<file path="config.mk">
export PLATFORM = sky130hd
export DESIGN_NAME = bsnn_readout
export DESIGN_NICKNAME = d
export VERILOG_FILES = /design/src/rtl/bsnn_readout.sv
export SDC_FILE = /design/constraint.sdc
export NUM_CORES = 1
export LEC_CHECK = 0
export ABC_CLOCK_PERIOD_IN_PS = 2800
export CELL_PAD_IN_SITES_DETAIL_PLACEMENT = 0
export CELL_PAD_IN_SITES_GLOBAL_PLACEMENT = 2
export CORE_ASPECT_RATIO = 0.8
export CORE_MARGIN = 2
export CORE_UTILIZATION = 34
export CTS_CLUSTER_DIAMETER = 150
export DETAILED_ROUTE_END_ITERATION = 16
export PLACE_DENSITY_LB_ADDON = 0.1
export SLEW_MARGIN = 0
export SYNTH_ARGS = -nofsm -noshare
export SYNTH_HDL_FRONTEND = slang
export SYNTH_SLANG_ARGS = --single-unit
</file>
<file path="constraint.sdc">
create_clock -name clk -period 2.8 [get_ports clk]
set_input_delay 0.56 -clock clk [delete_from_list [all_inputs] [get_ports clk]]
set_output_delay 0.56 -clock clk [all_outputs]
set_load 0.1 [all_outputs]
</file>
<file path="src/rtl/bsnn_readout.sv">
// Spike-count readout: counts spikes per neuron over N_STEPS accepted timesteps, scans for the argmax, presents it on valid/ready.
// Optional drop counter built when BSNN_READOUT_DROP_CNT_EN is defined; otherwise drop_count is tied to 0.
//
// state    | meaning
// ST_ACCUM | accepting spike vectors, in_ready=1
// ST_SCAN  | comparing one neuron counter per cycle
// ST_HOLD  | result presented, waiting for out_ready
module bsnn_readout #(
    parameter int N_NEURONS = 4,
    parameter int N_STEPS   = 16,
    parameter int CNT_W     = $clog2(N_STEPS + 1),
    parameter int IDX_W     = $clog2(N_NEURONS)
) (
    input  logic                 clk,
    input  logic                 rst,
    input  logic                 valid,
    input  logic [N_NEURONS-1:0] spikes,
    input  logic                 flush,
    output logic                 in_ready,
    output logic                 out_valid,
    input  logic                 out_ready,
    output logic [IDX_W-1:0]     out_class,
    output logic [CNT_W-1:0]     out_count,
    output logic [15:0]          drop_count
);

    typedef enum logic [1:0] {ST_ACCUM, ST_SCAN, ST_HOLD} state_t;

    state_t           state_q, state_d;
    logic [CNT_W-1:0] cnt_q [N_NEURONS];
    logic [CNT_W-1:0] cnt_d [N_NEURONS];
    logic [CNT_W-1:0] step_q, step_d;
    logic [IDX_W-1:0] idx_q, idx_d;
    logic [CNT_W-1:0] best_cnt_q, best_cnt_d;
    logic [IDX_W-1:0] best_idx_q, best_idx_d;

    always_comb begin
        state_d    = state_q;
        cnt_d      = cnt_q;
        step_d     = step_q;
        idx_d      = idx_q;
        best_cnt_d = best_cnt_q;
        best_idx_d = best_idx_q;
        if (flush) begin
            // flush beats accept and handshake; the coincident vector is discarded
            for (int i = 0; i < N_NEURONS; i++) cnt_d[i] = '0;
            step_d     = '0;
            idx_d      = '0;
            best_cnt_d = '0;
            best_idx_d = '0;
            state_d    = ST_ACCUM;
        end else begin
            case (state_q)
                ST_ACCUM: begin
                    if (valid) begin
                        for (int i = 0; i < N_NEURONS; i++)
                            cnt_d[i] = cnt_q[i] + CNT_W'(spikes[i]);
                        step_d = step_q + 1'b1;
                        if (step_q == CNT_W'(N_STEPS - 1)) begin
                            idx_d      = '0;
                            best_cnt_d = '0;
                            best_idx_d = '0;
                            state_d    = ST_SCAN;
                        end
                    end
                end
                ST_SCAN: begin
                    // strict compare keeps the lowest index on ties
                    if (cnt_q[idx_q] > best_cnt_q) begin
                        best_cnt_d = cnt_q[idx_q];
                        best_idx_d = idx_q;
                    end
                    idx_d = idx_q + 1'b1;
                    if (idx_q == IDX_W'(N_NEURONS - 1)) state_d = ST_HOLD;
                end
                ST_HOLD: begin
                    if (out_ready) begin
                        for (int i = 0; i < N_NEURONS; i++) cnt_d[i] = '0;
                        step_d     = '0;
                        idx_d      = '0;
                        best_cnt_d = '0;
                        best_idx_d = '0;
                        state_d    = ST_ACCUM;
                    end
                end
                default: state_d = ST_ACCUM;
            endcase
        end
    end

    always_ff @(posedge clk or posedge rst) begin
        if (rst) begin
            state_q    <= ST_ACCUM;
            for (int i = 0; i < N_NEURONS; i++) cnt_q[i] <= '0;
            step_q     <= '0;
            idx_q      <= '0;
            best_cnt_q <= '0;
            best_idx_q <= '0;
        end else begin
            state_q    <= state_d;
            cnt_q      <= cnt_d;
            step_q     <= step_d;
            idx_q      <= idx_d;
            best_cnt_q <= best_cnt_d;
            best_idx_q <= best_idx_d;
        end
    end

    assign in_ready  = (state_q == ST_ACCUM);
    assign out_valid = (state_q == ST_HOLD);
    assign out_class = best_idx_q;
    assign out_count = best_cnt_q;

`ifdef BSNN_READOUT_DROP_CNT_EN
    logic [15:0] drop_q;

    always_ff @(posedge clk or posedge rst) begin
        if (rst) begin
            drop_q <= '0;
        end else if (valid && !in_ready && !flush && (drop_q != 16'hFFFF)) begin
            drop_q <= drop_q + 16'd1;
        end
    end

    assign drop_count = drop_q;
`else
    assign drop_count = 16'd0;
`endif

endmodule
</file>
==> results of run 1 <==
## cell usage after synthesis
library cell | number | area (sq um)
a211oi_1 | 2 | 15.01
nor2b_4 | 1 | 13.76
nor2b_1 | 1 | 6.260
mux2i_1 | 2 | 20.02
o31a_4 | 1 | 17.52
or2_2 | 1 | 6.260
o21ai_1 | 2 | 10.01
nor2_8 | 1 | 20.02
nand2_1 | 40 | 150.1
o211ai_1 | 1 | 7.510
mux2_2 | 1 | 11.26
and3_1 | 1 | 6.260
o2bb2ai_1 | 7 | 61.31
a31oi_1 | 4 | 25.02
a21oi_1 | 8 | 40.04
dfrtp_1 | 36 | 900.9
nand2b_1 | 1 | 6.260
nand3_1 | 11 | 55.05
nor2_2 | 1 | 6.260
o31ai_1 | 1 | 7.510
nor4_2 | 5 | 62.56
a211oi_2 | 1 | 12.51
mux4_2 | 5 | 112.6
inv_1 | 13 | 48.80
buf_6 | 3 | 33.78
conb_1 | 1 | 3.750
o21ai_0 | 27 | 135.1
nand4_1 | 5 | 31.28
o2111ai_1 | 1 | 8.760
o21a_1 | 1 | 7.510
nor2_1 | 10 | 37.54
clkbuf_1 | 4 | 15.01
ha_1 | 20 | 250.2
buf_4 | 16 | 120.1
buf_2 | 3 | 15.01
## area by class of cell
cell class              instances  area [sq um]
repair buffers                 24         200.2
flip-flops and latches         36         900.9
multi-input cells             178          1204
well taps                      84         105.1
fillers                       640          3905
clock buffers                   6         72.57
clock inverters                 1         5.005
inverters                      13         48.80
## through the flow
step | std cells | total power [mW]
5_1_grt | 342 | 1.195
3_3_place_gp | 335 | 0.7866
6_report | 342 | 1.124
3_5_place_dp | 335 | 0.7861
2_1_floorplan | 253 | 0.7599
4_1_cts | 342 | 1.143
## routing by layer
layer | vias to the layer above | global-route usage (%) | share of wire [%]
met5 | - | 0 | 0
met4 | 0 | 4.429 | 1.2
li1 | 850 | - | -
met3 | 7 | 3.733 | 3.7
met1 | 801 | 20.78 | 49
met2 | 33 | 22.03 | 46
## state kept, by name, summed over array words and instances, names as in the netlist
name / cells
cnt_q: 20
out_count: 5
step_q: 5
idx_q: 2
out_class: 2
state_q: 2
## tightest hold or removal path, stage by stage, from the launching register on
cell	delay, ps
dfrtp_1	350
nand2_1	50
o31ai_1	50
## worst max-delay path by stage
stage,from,to,slack [ps]
after CTS,idx_q[0],out_class[0],430
after global placement,idx_q[0],out_count[0],480
after detailed placement,idx_q[0],out_class[0],450
after floorplan,state_q[0],out_class[1],370
final,idx_q[0],out_count[0],430
after global routing,idx_q[0],out_count[1],240
## power by group through the flow
stage / Clock [mW] / Combinational [mW] / Sequential (mW)
after floorplan: 0 / 0.195 / 0.565
after global placement: 0 / 0.212 / 0.575
after detailed placement: 0 / 0.213 / 0.573
after CTS: 0.366 / 0.213 / 0.563
after global routing: 0.396 / 0.232 / 0.567
final: 0.351 / 0.210 / 0.563
## cells by family after synthesis
| family | after synthesis |
|---|---|
| mux | 8 |
| buf+inv | 39 |
| compound gates | 56 |
| flops | 36 |
| simple gates | 78 |
| other cells | 1 |
| fa+ha+maj | 20 |
==> out/metrics.csv, run 1 <==
stage,metric,value,unit
final_layout,post-route cell area,2536,sq um
logic_synthesis,Post-Synth Simple-Gate Area,17.61,%
power,Pleak,1.132,nW
power,combinational power share,18.7,%
logic_synthesis,syn_area_per_cell,9.584,sq um
final_layout,layout cells sized above 1,15.12,%
setup_path,Worst path max stage delay,620,ps
floorplanning,die area,7384,sq um
power,VDD IR-drop max,0.0001978,V
setup_path,family with the most delay on the worst path,compound AO/OA/AOI/OAI gates,
final_layout,area delta synth->final,11.19,%
final_layout,ant diodes,0,
global_routing,grt total ovfl,0,
route,final WL,4875,um
global_routing,vias in the first global route,1673,
power,Reg power frac,50.1,%
power,internal power,757.7,uW
logic_synthesis,post-synthesis compound-gate area fraction,15.25,%
worst_hold_path,HP Class,register to register,
route,# DRC,0,
setup_path,crit path DAT,2590,ps
place,DPL Wire Length,3456,um
setup_path,WP depth,7,
sta,Final setup viols,0,
final_layout,most frequent cells in the layout,"40 x nand2_1, 36 x dfrtp_1, 27 x o21ai_0, 20 x ha_1",
global_routing,initial antenna violation count,0,
global_routing,largest net degree at the start of global routing,42,
sta,Final TNS setup,0,ps
floorplanning,Starting Density,35.41,%
setup_path,"slowest stage cell, crit path",dfrtp_1,
global_routing,GRT Total Usage,14.70,%
floorplanning,# IOs,34,
logic_synthesis,"Distinct cells, synth",35,
sta,Final period util,84.78,%
setup_path,Reg-to-Reg Start,idx_q[0],
logic_synthesis,Mapped Area,2281,sq um
route,Detail Route Antenna Nets,0,
route,1st-iter DRT viols,89,
floorplanning,Cell Rows,26,
clock_tree,htree depth,2,
sta,fmax,421.3,MHz
route,post-DR wirelength/cell,14.25,um
route,DR pass1 iterations,4,
clock_tree,postcts setup bufs,0,
setup_path,Worst Reg-to-Reg Cells,7,
clock_tree,Inserted Clock Buffers,5,
final_layout,"commonest non-fill, non-tap cell in the layout",nand2_1,
sta,Clock Skews,7.226,ps
setup_path,CP Buf/Inv Count,1,
place,pre-CTS setup slack,447.4,ps
global_routing,first-pass GRT wire length,8300,um
status,status,finished clean,
logic_synthesis,warnings from Yosys,0,
place,RD Place Congestion,0.7319,
sta,Hold Slack,479.5,ps
final_layout,"Core Util, Final",39.37,%
setup_path,Worst setup EP type,register,
place,DP Area,2459,sq um
setup_path,critical path class,register to register,
setup_path,endpoint of the lowest-slack register-to-register path,out_count[0],
job,Max Cap Viol,0,
logic_synthesis,XOR/XNOR share of the synthesized area,0,%
power,P_sw,366.0,uW
final_layout,Layout Nets,287,
clock_tree,CTS Root Cell,clkbuf_8,
power,Sw Ratio,32.57,%
power,clock power share,31.2,%
logic_synthesis,register area share after synthesis,39.50,%
setup_path,R2R Setup Slk,430,ps
logic_synthesis,post-synthesis mux area share,6.308,%
route,via count,1691,
worst_hold_path,hold depth,2,
floorplanning,Die H,77.26,um
setup_path,Worst Setup Start Kind,register,
clock_tree,worst skew pair latency,290,ps
sta,post-route setup slack,426.2,ps
sta,"Slew Viols, Final",0,
clock_tree,clk slew on worst S/H paths,70,ps
floorplanning,core area,6441,sq um
sta,Tmin final,2374,ps
logic_synthesis,Post-Synth Adder-Cell Area,10.97,%
power,P per Cell Area,443.0,nW/um^2
clock_tree,Post-CTS Hold Buffers,0,
floorplanning,Die Span X,95.58,um
logic_synthesis,largest family of logic cells by synthesized area,simple AND/OR/NAND/NOR gates,
clock_tree,Longest Clk Path Bufs,2,
logic_synthesis,synthesized flop and latch total,36,
logic_synthesis,Mapped Cells,238,
setup_path,largest fanout on the critical path,9,
setup_path,CP Cell Sequence,"mux4_2, ha_1, a211oi_1, o2111ai_1, o21ai_1, buf_4, o2bb2ai_1",
place,PortBufs,17,
sta,RSZ-0062 raised after global routing,false,
sta,Final Hold Fails,0,
clock_tree,CTS tree,built,
clock_tree,Num Clock Sinks,36,
clock_tree,# resized after CTS,0,
setup_path,"Req. time, crit path",3010,ps
worst_hold_path,worst hold start,step_q[4],
route,Vias/cell,4.944,
worst_hold_path,Hold Path Sink,step_q[4],
No activity file was read; power rests on OpenSTA's default activity.
==> run 2, diff against run 1 <==
ABC_CLOCK_PERIOD_IN_PS = 2100   (was 2800)
CORE_UTILIZATION = 30   (was 34)
clock period = 2.1 ns   (was 2.8 ns; I/O delays follow)
==> run 2 against run 1 <==
Effect of this change:
- the flow now finishes with violations (setup timing)
- clock skew is 2.7 ps lower
- highest routed layer unchanged
- via count is 1.3% higher
- die area is 13% higher
- worst setup slack worse by 440 ps
- worst hold slack hardly changed
- register-to-register slack worse by 440 ps
- critical endpoint is now out_count[3]
- cell count is 14% higher
- total power is 56% higher
- largest power group unchanged
==> out/metrics.csv, run 2 (synthesized netlist as in run 1, its figures left out) <==
stage,metric,value,unit
global_routing,largest net degree at the start of global routing,37,
clock_tree,CTS Root Cell,clkbuf_8,
route,DR pass1 iterations,4,
floorplanning,# IOs,34,
power,Pleak,1.313,nW
power,internal power,1.233,mW
sta,Final period util,100.5,%
place,PortBufs,17,
power,P per Cell Area,603.8,nW/um^2
status,status,finished with violations,
place,DPL Wire Length,3807,um
sta,Hold Slack,479.6,ps
power,VDD IR-drop max,0.0002743,V
power,Sw Ratio,29.82,%
clock_tree,htree depth,2,
power,combinational power share,18.5,%
floorplanning,Starting Density,30.86,%
route,1st-iter DRT viols,48,
job,Max Cap Viol,0,
final_layout,FF/Latch Area,903.4,sq um
sta,fmax,473.7,MHz
place,RD Place Congestion,0.7798,
route,# DRC,0,
sta,Final setup viols,6,
route,via count,1713,
global_routing,grt total ovfl,0,
sta,headroom to the max-slew limit,66.55,%
setup_path,"Req. time, crit path",2280,ps
power,P_sw,523.7,uW
final_layout,area delta synth->final,27.54,%
global_routing,first-pass GRT wire length,8597,um
final_layout,multi-input combinational cell area,1259,sq um
sta,Final Hold Fails,0,
setup_path,Worst Setup Start Kind,register,
sta,"Slew Viols, Final",0,
setup_path,crit path DAT,2290,ps
route,Detail Route Antenna Nets,0,
sta,Tmin final,2111,ps
place,Inst Count DP,380,
power,Reg power frac,42.4,%
final_layout,max reg flops,20,
sta,RSZ-0062 raised after global routing,true,
final_layout,fillers,746,
route,final WL,5237,um
final_layout,ant diodes,0,
final_layout,post-route cell area,2909,sq um
clock_tree,clk slew on worst S/H paths,80,ps
floorplanning,die area,8321,sq um
worst_hold_path,HP Class,register to register,
floorplanning,Die Span X,101.5,um
status,violated checks,setup timing,
global_routing,initial antenna violation count,0,
final_layout,Biggest register,cnt_q,
place,DP Area,2713,sq um
sta,Clock Skews,4.539,ps
final_layout,most frequent cells in the layout,"40 x buf_4, 39 x nand2_1, 34 x dfrtp_1, 27 x o21ai_0",
final_layout,Layout Nets,314,
clock_tree,Inserted Clock Buffers,5,
final_layout,"commonest non-fill, non-tap cell in the layout",buf_4,
clock_tree,worst skew pair latency,290,ps
clock_tree,Longest Clk Path Bufs,2,
final_layout,"Core Util, Final",39.35,%
setup_path,critical path class,register to register,
sta,post-route setup slack,-10.90,ps
setup_path,Worst setup EP type,register,
route,post-DR wirelength/cell,13.39,um
final_layout,final std cells w/o fill,391,
floorplanning,core area,7392,sq um
floorplanning,Cell Rows,28,
floorplanning,Die H,81.99,um
clock_tree,CTS tree,built,
sta,Worst-Margin Slew,501.8,ps
route,Vias/cell,4.381,
global_routing,vias in the first global route,1654,
clock_tree,Post-CTS Hold Buffers,0,
global_routing,GRT Total Usage,13.67,%
power,clock power share,39.1,%
setup_path,largest fanout on the critical path,7,
clock_tree,Num Clock Sinks,36,
final_layout,layout cells sized above 1,27.27,%
[run 2: cell types whose count changed in the layout (fill, tap and decap cells not counted), sizes merged]
cell    delta
bufinv     +1
clkinv     -1
clkbuf     +1
buf       +27
[run 2: per-layer routing]
layer  track usage, %  up-vias  share of wire (%)
li1                 -      905                  -
met1            20.14      781                 55
met2            20.46       22                 42
met3            2.809        5                2.6
met4            3.243        0               0.86
met5                0        -                  0
[run 2: final cells by class]
type,count,share of cell area [%]
Multi-Input combinational cell,178,43.27
Timing Repair Buffer,51,15.14
Sequential cell,36,31.05
Clock buffer,7,3.312
Clock inverter,1,1.032
Inverter,13,1.677
Tap cell,105,4.516
[run 2: worst paths after layout]
| kind | start | end | slack (ps) | cells after the start |
|---|---|---|---|---|
| setup reg to reg | idx_q[0] | out_count[3] | -10 | 6 |
| hold / removal | step_q[4] | step_q[4] | 480 | 2 |
| hold reg to reg | step_q[4] | step_q[4] | 480 | 2 |
| max in group asynchronous | rst | idx_q[0] | 1170 | 3 |
| min in group asynchronous | rst | step_q[4] | 550 | 3 |
| setup / recovery | idx_q[0] | out_count[3] | -10 | 6 |
[run 2: repair_timing]
action	CTS	global route
pin swaps	3	3
gates resized for setup	6	1
endpoints found under the setup margin	7	7
hold endpoints to repair	0	0
setup buffers	1	2
[run 2: power groups by stage]
stage	Clock (mW)	Combinational [mW]	Sequential [mW]
2_1_floorplan	0	0.261	0.753
3_3_place_gp	0	0.319	0.759
3_5_place_dp	0	0.318	0.758
4_1_cts	0.714	0.323	0.744
5_1_grt	0.749	0.356	0.748
6_report	0.688	0.325	0.744
[run 2: critical path, stage by stage, from the launching register on]
cell and delay, ps:
dfrtp_2 460, mux4_2 570, ha_4 240, a211oi_2 250
o2111ai_2 210, nand2_2 200, o2bb2ai_1 80
[run 2: per-stage QoR]
stage / setup WS, ps / setup TNS, ps / power [mW]
finish: -10.90 / -27.31 / 1.757
detailed placement: -196.7 / -1270 / 1.076
floorplan: 32.56 / 0 / 1.014
CTS: -25.85 / -134.7 / 1.781
global placement: -153.6 / -931.4 / 1.079
global route: -119.7 / -770.6 / 1.853
